### src/rtl/drug_placer.sv
// drug_placer: places an edible drug on a free cell of the snake playfield.
// Requests candidates from a random generator, rejects cells occupied by the
// snake body or head, displays the accepted drug and tracks score when eaten.
module drug_placer (
  input  logic       clk,
  input  logic       rst,
  input  logic       one_start,
  input  logic       game_over,
  input  logic       head_step,
  input  logic [4:0] head_x,
  input  logic [4:0] head_y,
  input  logic [4:0] cand_x,
  input  logic [4:0] cand_y,
  input  logic       query_occupied,
  output logic       drug_valid,
  output logic [4:0] query_x,
  output logic [4:0] query_y,
  output logic [4:0] drug_x,
  output logic [4:0] drug_y,
  output logic       drug_on,
  output logic       eaten,
  output logic [7:0] score,
  output logic       place_err
);

  typedef enum logic [2:0] {
    IDLE,
    REQ,
    WAIT,
    CHECK,
    ACTIVE
  } state_t;

  state_t     state;
  logic [3:0] retry_cnt;
  logic       cand_reject;
  logic       head_on_drug;

  // The body store is probed directly with the generator's current candidate.
  assign query_x = cand_x;
  assign query_y = cand_y;

  // A candidate is unusable if the body store flags it or the head sits on it.
  assign cand_reject  = query_occupied || ((cand_x == head_x) && (cand_y == head_y));
  assign head_on_drug = (head_x == drug_x) && (head_y == drug_y);

  // Placement FSM with registered outputs; game_over outranks one_start,
  // which outranks the normal state progression.
  // NOTE: nonblocking (<=) everywhere in this block so every register samples
  // the pre-edge values; blocking here would create order-dependent logic.
  always_ff @(posedge clk or posedge rst) begin
    if (rst) begin
      state      <= IDLE;
      drug_valid <= 1'b0;
      drug_on    <= 1'b0;
      eaten      <= 1'b0;
      score      <= 8'd0;
      place_err  <= 1'b0;
      retry_cnt  <= 4'd0;
      drug_x     <= 5'd0;
      drug_y     <= 5'd0;
    end else begin
      // NOTE: pulse outputs default low each cycle and are raised only on the
      // transition that calls for them, so they can never stick high.
      eaten      <= 1'b0;
      drug_valid <= 1'b0;
      if (game_over) begin
        state   <= IDLE;
        drug_on <= 1'b0;
      end else if (one_start) begin
        state      <= REQ;
        drug_valid <= 1'b1;
        drug_on    <= 1'b0;
        score      <= 8'd0;
        place_err  <= 1'b0;
        retry_cnt  <= 4'd0;
      end else begin
        case (state)
          IDLE: ;
          REQ:  state <= WAIT;
          WAIT: state <= CHECK;
          CHECK: begin
            if (cand_reject) begin
              state      <= REQ;
              drug_valid <= 1'b1;
              if (retry_cnt == 4'd15) place_err <= 1'b1;
              else                    retry_cnt <= retry_cnt + 4'd1;
            end else begin
              drug_x    <= cand_x;
              drug_y    <= cand_y;
              retry_cnt <= 4'd0;
              drug_on   <= 1'b1;
              state     <= ACTIVE;
            end
          end
          ACTIVE: begin
            if (head_step && head_on_drug) begin
              eaten      <= 1'b1;
              drug_on    <= 1'b0;
              drug_valid <= 1'b1;
              state      <= REQ;
              if (score != 8'hFF) score <= score + 8'd1;
            end
          end
          default: state <= IDLE;
        endcase
      end
    end
  end

endmodule

### config.mk
export PLATFORM = sky130hd
export DESIGN_NAME = drug_placer
export DESIGN_NICKNAME = d
export VERILOG_FILES = /design/src/rtl/drug_placer.sv
export SDC_FILE = /design/constraint.sdc
export NUM_CORES = 1
export LEC_CHECK = 0
export BUFFER_PORTS_ARGS = -buffer_cell sky130_fd_sc_hd__buf_4
export CAP_MARGIN = 20
export CORE_MARGIN = 2
export CORE_UTILIZATION = 30
export CTS_CLUSTER_DIAMETER = 40
export DETAILED_ROUTE_END_ITERATION = 8
export GPL_ROUTABILITY_DRIVEN = 0
export HOLD_SLACK_MARGIN = 0.08
export SETUP_SLACK_MARGIN = 0.5
export SKIP_CTS_REPAIR_TIMING = 1
export SLEW_MARGIN = 20
export SYNTH_ARGS = -nofsm -noshare
export SYNTH_HDL_FRONTEND = slang
export SYNTH_SLANG_ARGS = --single-unit
### constraint.sdc
create_clock -name clk -period 2.8 [get_ports clk]
set_input_delay 0.28 -clock clk [delete_from_list [all_inputs] [get_ports clk]]
set_output_delay 0.28 -clock clk [all_outputs]
set_load 0.02 [all_outputs]
==> parameters.txt, run 1 <==
Parameter                              Value

Cells and area
  Leading cell types in the layout, fill and taps excluded ... buf_4, dfrtp_1, xor2_1
  Cell area after layout ... 2270 µm²
  Layout cells sized above 1 ... 37.6%
  Commonest non-fill, non-tap cell in the layout ... buf_4
  Net count, final ... between 200 and 300
  Area grow syn2layout ... 32.9%
  Layout filler cell count ... 570
  Antenna diode count ... 0

Critical path
  Critical path peak fanout ... 6
  Critical Path End Type ... flip-flop
  Data arrival time of the worst path ... 2.41 ns
  Slowest cell on the critical path ... or4b_1
  Largest stage delay on the critical path ... 0.58 ns
  Critical Path, Cell by Cell ... xor2_1 > or4b_1 > or4_1 > a21o_1 > a21o_1
  CP Buf/Inv Count ... 0
  Most used cell along the critical path ... a21o_1
  Start of the worst register-to-register path ... drug_x[4]
  Critical path class ... flip-flop to flip-flop
  Required time of the critical path ... ~3 ns
  Kind of cell adding the most delay to the critical path ... simple AND/OR/NAND/NOR gates
  Kind of start point of the critical path ... flip-flop
  Startpoint of the most critical setup path ... drug_x[4]

Route
  Routed met3 length ... 294 µm
  DRC violation total after the first TritonRoute iteration ... 88
  Vias per inst ... 5.03
  DR vias ... ~1,500
  Routed met2 length ... 1820 µm
  DRC ... 0
  Total wirelength of the detailed-routed design ... 4030 µm
  1st-pass router iterations ... 4
  Routed length on met1 ... 1880 µm
  Final ANT Viol Nets ... 0
  Average wire per cell in the routed design ... 13.5 µm
  Highest metal used ... met4

Power and ir drop
  Total leakage power ... about 1.1 nW
  Power density normalized to cell area ... roughly 440 nW/µm²
  Sequential group share of total power ... between 40% and 50%
  Relative contribution of combinational cells to total power ... between 10% and 20%
  Switching share of total power ... between 20% and 30%
  Total Power Consumption ... 0.000994 W
  Worst IR drop on VDD ... ~0.00021 V
  Relative contribution of the clock network to total power ... 38.3%
  Net Sw Power ... ~0.00026 W
  Cell-internal power ... 0.000734 W

Global routing
  Global-route wire length before repair ... 6400 µm
  Residual overflow from global routing ... 0
  Global-route usage over all layers ... approximately an eighth
  Number of antenna violations at the first check in global routing ... 0
  Via count of the first global-routing pass ... roughly 1,400
  Maximum number of pins on one net before global-route repair ... 30

STA
  Slew Limit Headroom ... 60.1%
  Setup-failing EPs final ... 0
  Clock period minus final worst setup slack ... 2.24 ns
  Final number of max-transition violations ... 0
  Number of failing hold endpoints at the final stage ... 0
  Maximum clock skew at final layout ... 0.00158 ns
  Highest achievable clock rate ... about 0.45 GHz
  Final sum of negative setup slack ... 0 ns
  Worst-Margin Slew ... 0.591 ns
  Unrepaired setup endpoints after global routing ... true
  Post-layout worst setup margin ... 0.561 ns
  Final worst path period share ... 80.0%

Yosys
  Warnings, synthesis ... 0
  Number of synthesized flops with an enable pin ... 0
  Synthesized net count ... 200
  Top_reg_cell synth ... dfrtp_1
  Post-Syn Area ... between 1500 and 2000 µm²
  Mean instance size in the synthesized netlist ... 9.94 µm²
  Cell variety after synth ... 40
  Number of register bits inferred by synthesis ... 29
  Post-synthesis sequential area ratio ... a little over two fifths
  Fraction of registers with async set or reset after synthesis ... 100%
  Count of mapped cells out of synthesis ... approximately 170

Floorplan
  Floorplan die area ... between 6000 and 7000 µm²
  Area of the core ... 5510 µm²
  Initial standard-cell utilization of the core ... a little under a third
  Width of the die ... 79.5 µm
  Row count ... 27
  Y dimension of the die ... 79.5 µm
  IO Pins ... slightly below 60

Outcome
  Result of the run ... finished, final reports clean

Clock network
  TritonCTS clock tree ... yes
  Clock insertion delay at the later pin of the skew report ... 0.27 ns
  CTS H-tree lvls ... 2
  Root buf cell ... clkbuf_8
  Largest buffer count on any clock path ... 2
  Clk sink count ... 29
  CTS Buf Count ... 5
  Clock-pin slew on the worst setup and hold paths ... 0.06 ns

Place
  HPWL after DPL ... 3050 µm
  Dpl cell area ... 2160 µm²
  Buffers added on ports ... 57
  Pre-CTS WS ... 0.584 ns

Flow run
  Max Cap Violations ... 0

Worst hold path
  HP Class ... input port to asynchronous set/reset pin
## path summary, 6_finish.rpt
kind	to	slack [ns]	cells after the start
hold reg to reg	place_err	0.49	2
setup / recovery	score[0]	0.56	5
hold / removal	drug_y[4]	0.08	3
max in group asynchronous	drug_y[2]	2.42	3
min in group clk	drug_y[1]	0.26	2
setup reg to reg	score[0]	0.56	5
## synthesized netlist by cell type (2+ instances only)
cell type | number | area share, %
nor4_1 | 3 | 1.1
nand3_1 | 4 | 1.2
nor3_1 | 5 | 1.5
a21o_1 | 3 | 1.3
o31ai_1 | 2 | 0.88
nand4_1 | 3 | 1.1
nand2_1 | 11 | 2.4
o21ai_0 | 5 | 1.5
inv_1 | 3 | 0.66
o211ai_1 | 3 | 1.3
xor2_1 | 15 | 7.7
or4_1 | 4 | 1.8
or3_1 | 8 | 2.9
mux2_2 | 10 | 6.6
a22o_1 | 2 | 1.0
a21oi_1 | 8 | 2.3
dfrtp_1 | 29 | 42
ha_1 | 2 | 1.5
a31oi_1 | 2 | 0.73
buf_4 | 10 | 4.4
xnor2_1 | 8 | 4.1
clkbuf_1 | 4 | 0.88
and3_1 | 2 | 0.73
or2_2 | 2 | 0.73
nor2_1 | 9 | 2.0
## final cells by class
class	count	area, µm²	share of cell area [%]
multi-input combinational	125	885	38.9
sequential	29	727	32.0
timing repair buffer	61	458	20.2
clock buffer	7	96.3	4.24
tap	72	90.1	3.96
inverter	3	11.3	0.496
clock inverter	1	5.00	0.220
## kinds of logic (layout without fill, tap and decap cells)
logic type	count (synthesis)	after routing	synth area share, %
compound gates	31	31	12.2
mux	10	10	6.59
flops	29	29	42.5
buf+inv	18	72	6.15
fa+ha+maj	2	2	1.46
simple gates	59	59	19.4
xor+xnor	23	23	11.8
## metrics by stage
stage | hold WS, ns | util, % | instances
2_1_floorplan | 0.358 | - | 172
3_3_place_gp | 0.393 | 39.3 | 290
3_5_place_dp | 0.389 | 39.3 | 290
4_1_cts | 0.0832 | 41.1 | 298
5_1_grt | 0.104 | 41.3 | 298
6_report | 0.0819 | 41.3 | 298
## sequential cells by signal (all words and copies together), names as in the netlist
name and flops:
place_err 1, drug_on 1, state 3, score 8, drug_y 5, drug_x 5
retry_cnt 4, drug_valid 1, eaten 1
## worst reg2reg max path, delay by kind of cell, from the launching register on
family,cells,cell delay [ns]
compound gates,2,0.41
xor+xnor,1,0.18
flops,1,0.40
simple gates,2,1.14
## routing by layer
| metal | vias to the layer above | GRT usage [%] |
|---|---|---|
| met5 | - | 0 |
| met4 | 0 | 3.62 |
| met3 | 5 | 4.19 |
| met2 | 53 | 19.4 |
| met1 | 720 | 17.6 |
| li1 | 722 | - |
## power by group through the flow
stage          logic [W]  registers [W]  clock network, W
4_1_cts         0.000168       0.000447          0.000396
6_report        0.000165       0.000447          0.000381
2_1_floorplan  0.0000859       0.000464                 0
5_1_grt         0.000183       0.000449          0.000418
3_3_place_gp    0.000167       0.000454                 0
3_5_place_dp    0.000168       0.000454                 0
Power figures use the tool's default switching activity.
==> run 2: changes to the inputs <==
==> constraint.sdc (replaced) <==
create_clock -name clk -period 2 [get_ports clk]
set_input_delay 0.2 -clock clk [delete_from_list [all_inputs] [get_ports clk]]
set_output_delay 0.2 -clock clk [all_outputs]
set_load 0.02 [all_outputs]
==> run 2 against run 1 <==
  * The run now ends with setup timing left
  * Critical path depth is the same
  * Sequential power grew 39%
  * Count of clock-buffer cells in the layout shrank 1
  * Via count grew 7.8%
  * Routed wire length grew 16%
  * Maximum frequency grew 2.2%
  * Critical path type unchanged
  * Critical endpoint is now score[5]
  * Largest cell class unchanged
==> parameters.txt, run 2 (synthesis gave the netlist of run 1 again) <==
Parameter                              Value

Critical path
  Data arrival time of the worst path ... 2.39 ns
  Worst-case reg-to-reg path depth ... 5
  Start of the worst register-to-register path ... drug_x[2]
  Endpoint of the most critical register-to-register path ... score[5]
  Kind of start point of the critical path ... flip-flop
  Worst reg-to-reg setup slack ... -0.19 ns
  Critical path peak fanout ... 7
  Required time of the critical path ... 2.20 ns
  Critical Path End Type ... flip-flop
  Critical path class ... flip-flop to flip-flop

STA
  Final number of max-transition violations ... 0
  Number of failing hold endpoints at the final stage ... 0
  Final worst path period share ... 110%
  Slew Limit Headroom ... 70.1%
  Worst-Margin Slew ... 0.449 ns
  Post-layout worst setup margin ... -0.190 ns
  Clock period minus final worst setup slack ... 2.19 ns
  Final sum of negative setup slack ... -1.06 ns
  Maximum clock skew at final layout ... 0.00640 ns
  Unrepaired setup endpoints after global routing ... true
  Highest achievable clock rate ... around 0.46 GHz
  Setup-failing EPs final ... 7

Route
  Final ANT Viol Nets ... 0
  DRC ... 0
  Average wire per cell in the routed design ... 13.9 µm
  Total wirelength of the detailed-routed design ... 4660 µm
  DR vias ... 1,617
  1st-pass router iterations ... 4
  DRC violation total after the first TritonRoute iteration ... 43
  Vias per inst ... 4.83

Power and ir drop
  Worst IR drop on VDD ... 0.000330 V
  Power density normalized to cell area ... 503 nW/µm²
  Total Power Consumption ... between 0.001 and 0.0015 W
  Total leakage power ... 1.38 nW

Cells and area
  Layout cells sized above 1 ... 57.0%
  Cell area after layout ... 2830 µm²
  Net count, final ... 290
  Register name with the most flops ... score
  Antenna diode count ... 0
  Leading cell types in the layout, fill and taps excluded ... buf_4, dfrtp_1, xor2_1
  Area grow syn2layout ... 65.4%
  Largest registers ... score x8, drug_x x5, drug_y x5
  Layout Utilization ... between 50% and 60%
  Commonest non-fill, non-tap cell in the layout ... buf_4
  Number of flip-flops in the largest register ... 8

Clock network
  Clock insertion delay at the later pin of the skew report ... 0.28 ns
  CTS Buf Count ... 5
  TritonCTS clock tree ... yes
  Clock-pin slew on the worst setup and hold paths ... 0.06 ns
  CTS H-tree lvls ... 2
  Clk sink count ... 29
  Largest buffer count on any clock path ... 2
  Root buf cell ... clkbuf_8

Floorplan
  IO Pins ... 58
  Row count ... 27
  Width of the die ... 79.5 µm
  Area of the core ... 5510 µm²
  Floorplan die area ... 6320 µm²
  Y dimension of the die ... 79.5 µm
  Initial standard-cell utilization of the core ... 31.0%

Global routing
  Residual overflow from global routing ... 0
  Global-route wire length before repair ... 7200 µm
  Maximum number of pins on one net before global-route repair ... 30
  Via count of the first global-routing pass ... 1,563
  Number of antenna violations at the first check in global routing ... 0
  Global-route usage over all layers ... 14.7%

Place
  HPWL after DPL ... roughly 3300 µm
  Dpl cell area ... about 2500 µm²
  Buffers added on ports ... 57

Worst hold path
  Worst hold stages ... 2
  End of the worst hold path ... drug_x[4]
  HP Class ... input port to flip-flop
  Hold path start ... cand_x[4]

Outcome
  Result of the run ... finished, violations left
  Failing checks ... setup timing

Flow run
  Max Cap Violations ... 0
run 2: changes by cell type in the layout (fill, tap and decap cells not counted), moves of 3 or more:
cell	delta
mux2_2	-10
dfrtp_1	-5
buf_6	+6
mux2_4	+10
buf_4	+28
xor2_2	+3
xor2_1	-4
dfrtp_2	+5
run 2: how the worst max path moves through the flow:
stage | from | to | slack [ns]
finish | drug_x[2] | score[5] | -0.19
global route | drug_x[2] | score[5] | -0.27
CTS | drug_x[2] | score[5] | -0.20
detailed placement | drug_x[2] | score[5] | -0.17
global placement | drug_x[2] | score[5] | -0.14
floorplan | drug_y[2] | score[5] | -0.16
run 2: critical path, cell delays in order, from the launching register on:
cell and delay (ns):
dfrtp_2 0.41, xor2_1 0.17, or4_1 0.50, or4_4 0.53, or3_1 0.37, a21oi_1 0.14
run 2: stage by stage:
step	hold slack, ns	setup WS, ns	instances
2_1_floorplan	0.278	-0.163	172
3_3_place_gp	0.309	-0.139	320
5_1_grt	0.176	-0.267	335
3_5_place_dp	0.311	-0.170	320
4_1_cts	0.0135	-0.197	328
6_report	0.178	-0.190	335
run 2: final cells by class:
type | instances | area, µm²
Multi-Input combinational cell | 125 | 1130
Clock buffer | 6 | 72.6
Inverter | 3 | 11.3
Sequential cell | 29 | 733
Timing Repair Buffer | 98 | 781
Fill cell | 512 | 2680
Tap cell | 72 | 90.1
Clock inverter | 2 | 10.0
run 2: metal layers:
| layer | global-route usage, % | vias to the layer above | wire length, µm | part of all wire (%) |
|---|---|---|---|---|
| li1 | - | 795 | - | - |
| met1 | 19.6 | 765 | 2050 | 44 |
| met2 | 23.2 | 52 | 2300 | 49 |
| met3 | 3.62 | 5 | 269 | 5.8 |
| met4 | 4.83 | 0 | 40 | 0.86 |
| met5 | 0 | - | 0 | 0 |
run 2: report_power, final:
part / internal (W) / switching [W]
combinational: 0.000170 / 0.000162
sequential: 0.000607 / 0.0000157
clock: 0.000241 / 0.000227
==> run 3: changes to the inputs <==
--- a/config.mk
+++ b/config.mk
@@ -5,10 +5,11 @@
 export SDC_FILE = /design/constraint.sdc
 export NUM_CORES = 1
 export LEC_CHECK = 0
-export BUFFER_PORTS_ARGS = -buffer_cell sky130_fd_sc_hd__buf_4
+export BUFFER_PORTS_ARGS = -buffer_cell sky130_fd_sc_hd__clkbuf_2
 export CAP_MARGIN = 20
-export CORE_MARGIN = 2
+export CORE_MARGIN = 8
 export CORE_UTILIZATION = 30
+export CTS_BUF_LIST = sky130_fd_sc_hd__clkbuf_8
 export CTS_CLUSTER_DIAMETER = 40
 export DETAILED_ROUTE_END_ITERATION = 8
 export GPL_ROUTABILITY_DRIVEN = 0
==> run 3 against run 2 <==
  * The run still ends with setup timing left
  * Non-clock buffer count did not move
  * Final area is 4.6% lower
  * Cell count unchanged
  * Count of clock-buffer cells in the layout decreased by 1
  * Critical path type unchanged
  * Via count increased by 0.87%
  * Largest cell class unchanged
==> parameters.txt, run 3 (synthesis gave the netlist of run 1 again) <==
Parameter                              Value

Floorplan
  Initial standard-cell utilization of the core ... 31.0%
  IO Pins ... 58
  Floorplan die area ... 8370 µm²
  Y dimension of the die ... 91.5 µm
  Row count ... 27
  Area of the core ... 5510 µm²
  Width of the die ... between 90 and 100 µm

Cells and area
  Commonest non-fill, non-tap cell in the layout ... clkbuf_2
  Layout cells sized above 1 ... 55.9%
  Number of flip-flops in the largest register ... 8
  Antenna diode count ... 0
  Largest registers ... score x8, drug_x x5, drug_y x5
  Net count, final ... 290
  Leading cell types in the layout, fill and taps excluded ... clkbuf_2, buf_4, dfrtp_1
  Register name with the most flops ... score
  Area grow syn2layout ... 57.8%
  Layout Utilization ... 49.0%
  Cell area after layout ... 2700 µm²

Route
  1st-pass router iterations ... 4
  DR vias ... 1,631
  Vias per inst ... 4.87
  Final ANT Viol Nets ... 0
  Total wirelength of the detailed-routed design ... around 5000 µm
  Average wire per cell in the routed design ... 14.8 µm
  DRC violation total after the first TritonRoute iteration ... 43
  DRC ... 0

STA
  Number of failing hold endpoints at the final stage ... 0
  Final worst path period share ... 109%
  Post-layout worst setup margin ... -0.184 ns
  Final number of max-transition violations ... 0
  Highest achievable clock rate ... 0.458 GHz
  Clock period minus final worst setup slack ... 2.18 ns
  Unrepaired setup endpoints after global routing ... true
  Worst-Margin Slew ... 0.479 ns
  Slew Limit Headroom ... between 60% and 70%
  Setup-failing EPs final ... 7
  Post-Route Hold Slack ... 0.197 ns
  Maximum clock skew at final layout ... approximately 0.0051 ns

Worst hold path
  HP Class ... input port to flip-flop

Place
  Dpl cell area ... about 2300 µm²
  HPWL after DPL ... 3680 µm
  Buffers added on ports ... 57
  Pre-CTS WS ... -0.162 ns

Clock network
  CTS Buf Count ... 5
  Clock-pin slew on the worst setup and hold paths ... roughly 0.07 ns
  TritonCTS clock tree ... yes
  Clk sink count ... 29
  Clock insertion delay at the later pin of the skew report ... 0.28 ns
  Root buf cell ... clkbuf_8
  CTS H-tree lvls ... 2
  Largest buffer count on any clock path ... 2

Critical path
  Data arrival time of the worst path ... 2.40 ns
  Endpoint of the most critical register-to-register path ... score[3]
  CP endpoint ... score[3]
  Critical Path End Type ... flip-flop
  Required time of the critical path ... 2.21 ns
  Start of the worst register-to-register path ... drug_x[2]
  Kind of start point of the critical path ... flip-flop
  Worst-case reg-to-reg path depth ... 5
  Critical path peak fanout ... 7
  Worst reg-to-reg setup slack ... -0.18 ns
  Critical path class ... flip-flop to flip-flop
  Startpoint of the most critical setup path ... drug_x[2]

Global routing
  Global-route usage over all layers ... a little under an eighth
  Number of antenna violations at the first check in global routing ... 0
  Global-route wire length before repair ... 7910 µm
  Routing usage on met3 ... around 3.7%
  Residual overflow from global routing ... 0
  Met2 track demand over resource ... 17.8%
  GR peak layer ... met2
  Maximum number of pins on one net before global-route repair ... 30
  Via count of the first global-routing pass ... 1,663
  M1 GR Usage ... 14.8%

Power and ir drop
  Total Power Consumption ... 0.00165 W
  Worst IR drop on VDD ... 0.000348 V
  Power density normalized to cell area ... 610 nW/µm²
  Total leakage power ... 1.35 nW

Outcome
  Result of the run ... finished, violations left
  Failing checks ... setup timing

Flow run
  Max Cap Violations ... 0
## run 3: cell count changes in the layout (fill, tap and decap cells not counted), moves of 2 or more
cell / change
xor2_1: +2
clkbuf_2: +56
buf_4: -55
bufinv_16: +2
xor2_2: -2
## run 3: power breakdown
part | total [W] | switching [W] | internal (W)
clock | 0.000727 | 0.000232 | 0.000495
sequential | 0.000623 | 0.0000161 | 0.000607
combinational | 0.000295 | 0.000158 | 0.000137
total | 0.00165 | 0.000407 | 0.00124
## run 3: routing by layer
metal	wire, µm	vias up
met3	216	2
met5	0	-
met1	2310	783
li1	-	803
met2	2420	43
met4	7	0
## run 3: critical path, cell delays in order (launching register included)
cell	delay, ns
dfrtp_2	0.41
xor2_1	0.16
or4_1	0.50
or4_4	0.53
or3_1	0.40
a21oi_2	0.12
## run 3: worst min-delay path by stage
stage	end	cells past startpoint	start
5_1_grt	drug_y[1]	2	cand_y[1]
6_report	drug_x[3]	2	cand_x[3]
2_1_floorplan	drug_on	1	rst
3_5_place_dp	score[6]	3	rst
4_1_cts	score[3]	3	rst
3_3_place_gp	drug_y[1]	3	rst
## run 3: metrics by stage
step / instances / setup TNS (ns)
floorplan: 172 / -1.02
global placement: 321 / -0.793
detailed placement: 321 / -0.915
CTS: 329 / -0.979
global route: 335 / -1.30
finish: 335 / -0.905
## run 3: area by class of cell
class / instances / area, µm²
Inverter: 3 / 11.3
Multi-Input combinational cell: 125 / 1080
Fill cell: 522 / 2810
Sequential cell: 29 / 733
Clock buffer: 5 / 68.8
Clock inverter: 3 / 65.1
Tap cell: 72 / 90.1
Timing Repair Buffer: 98 / 647
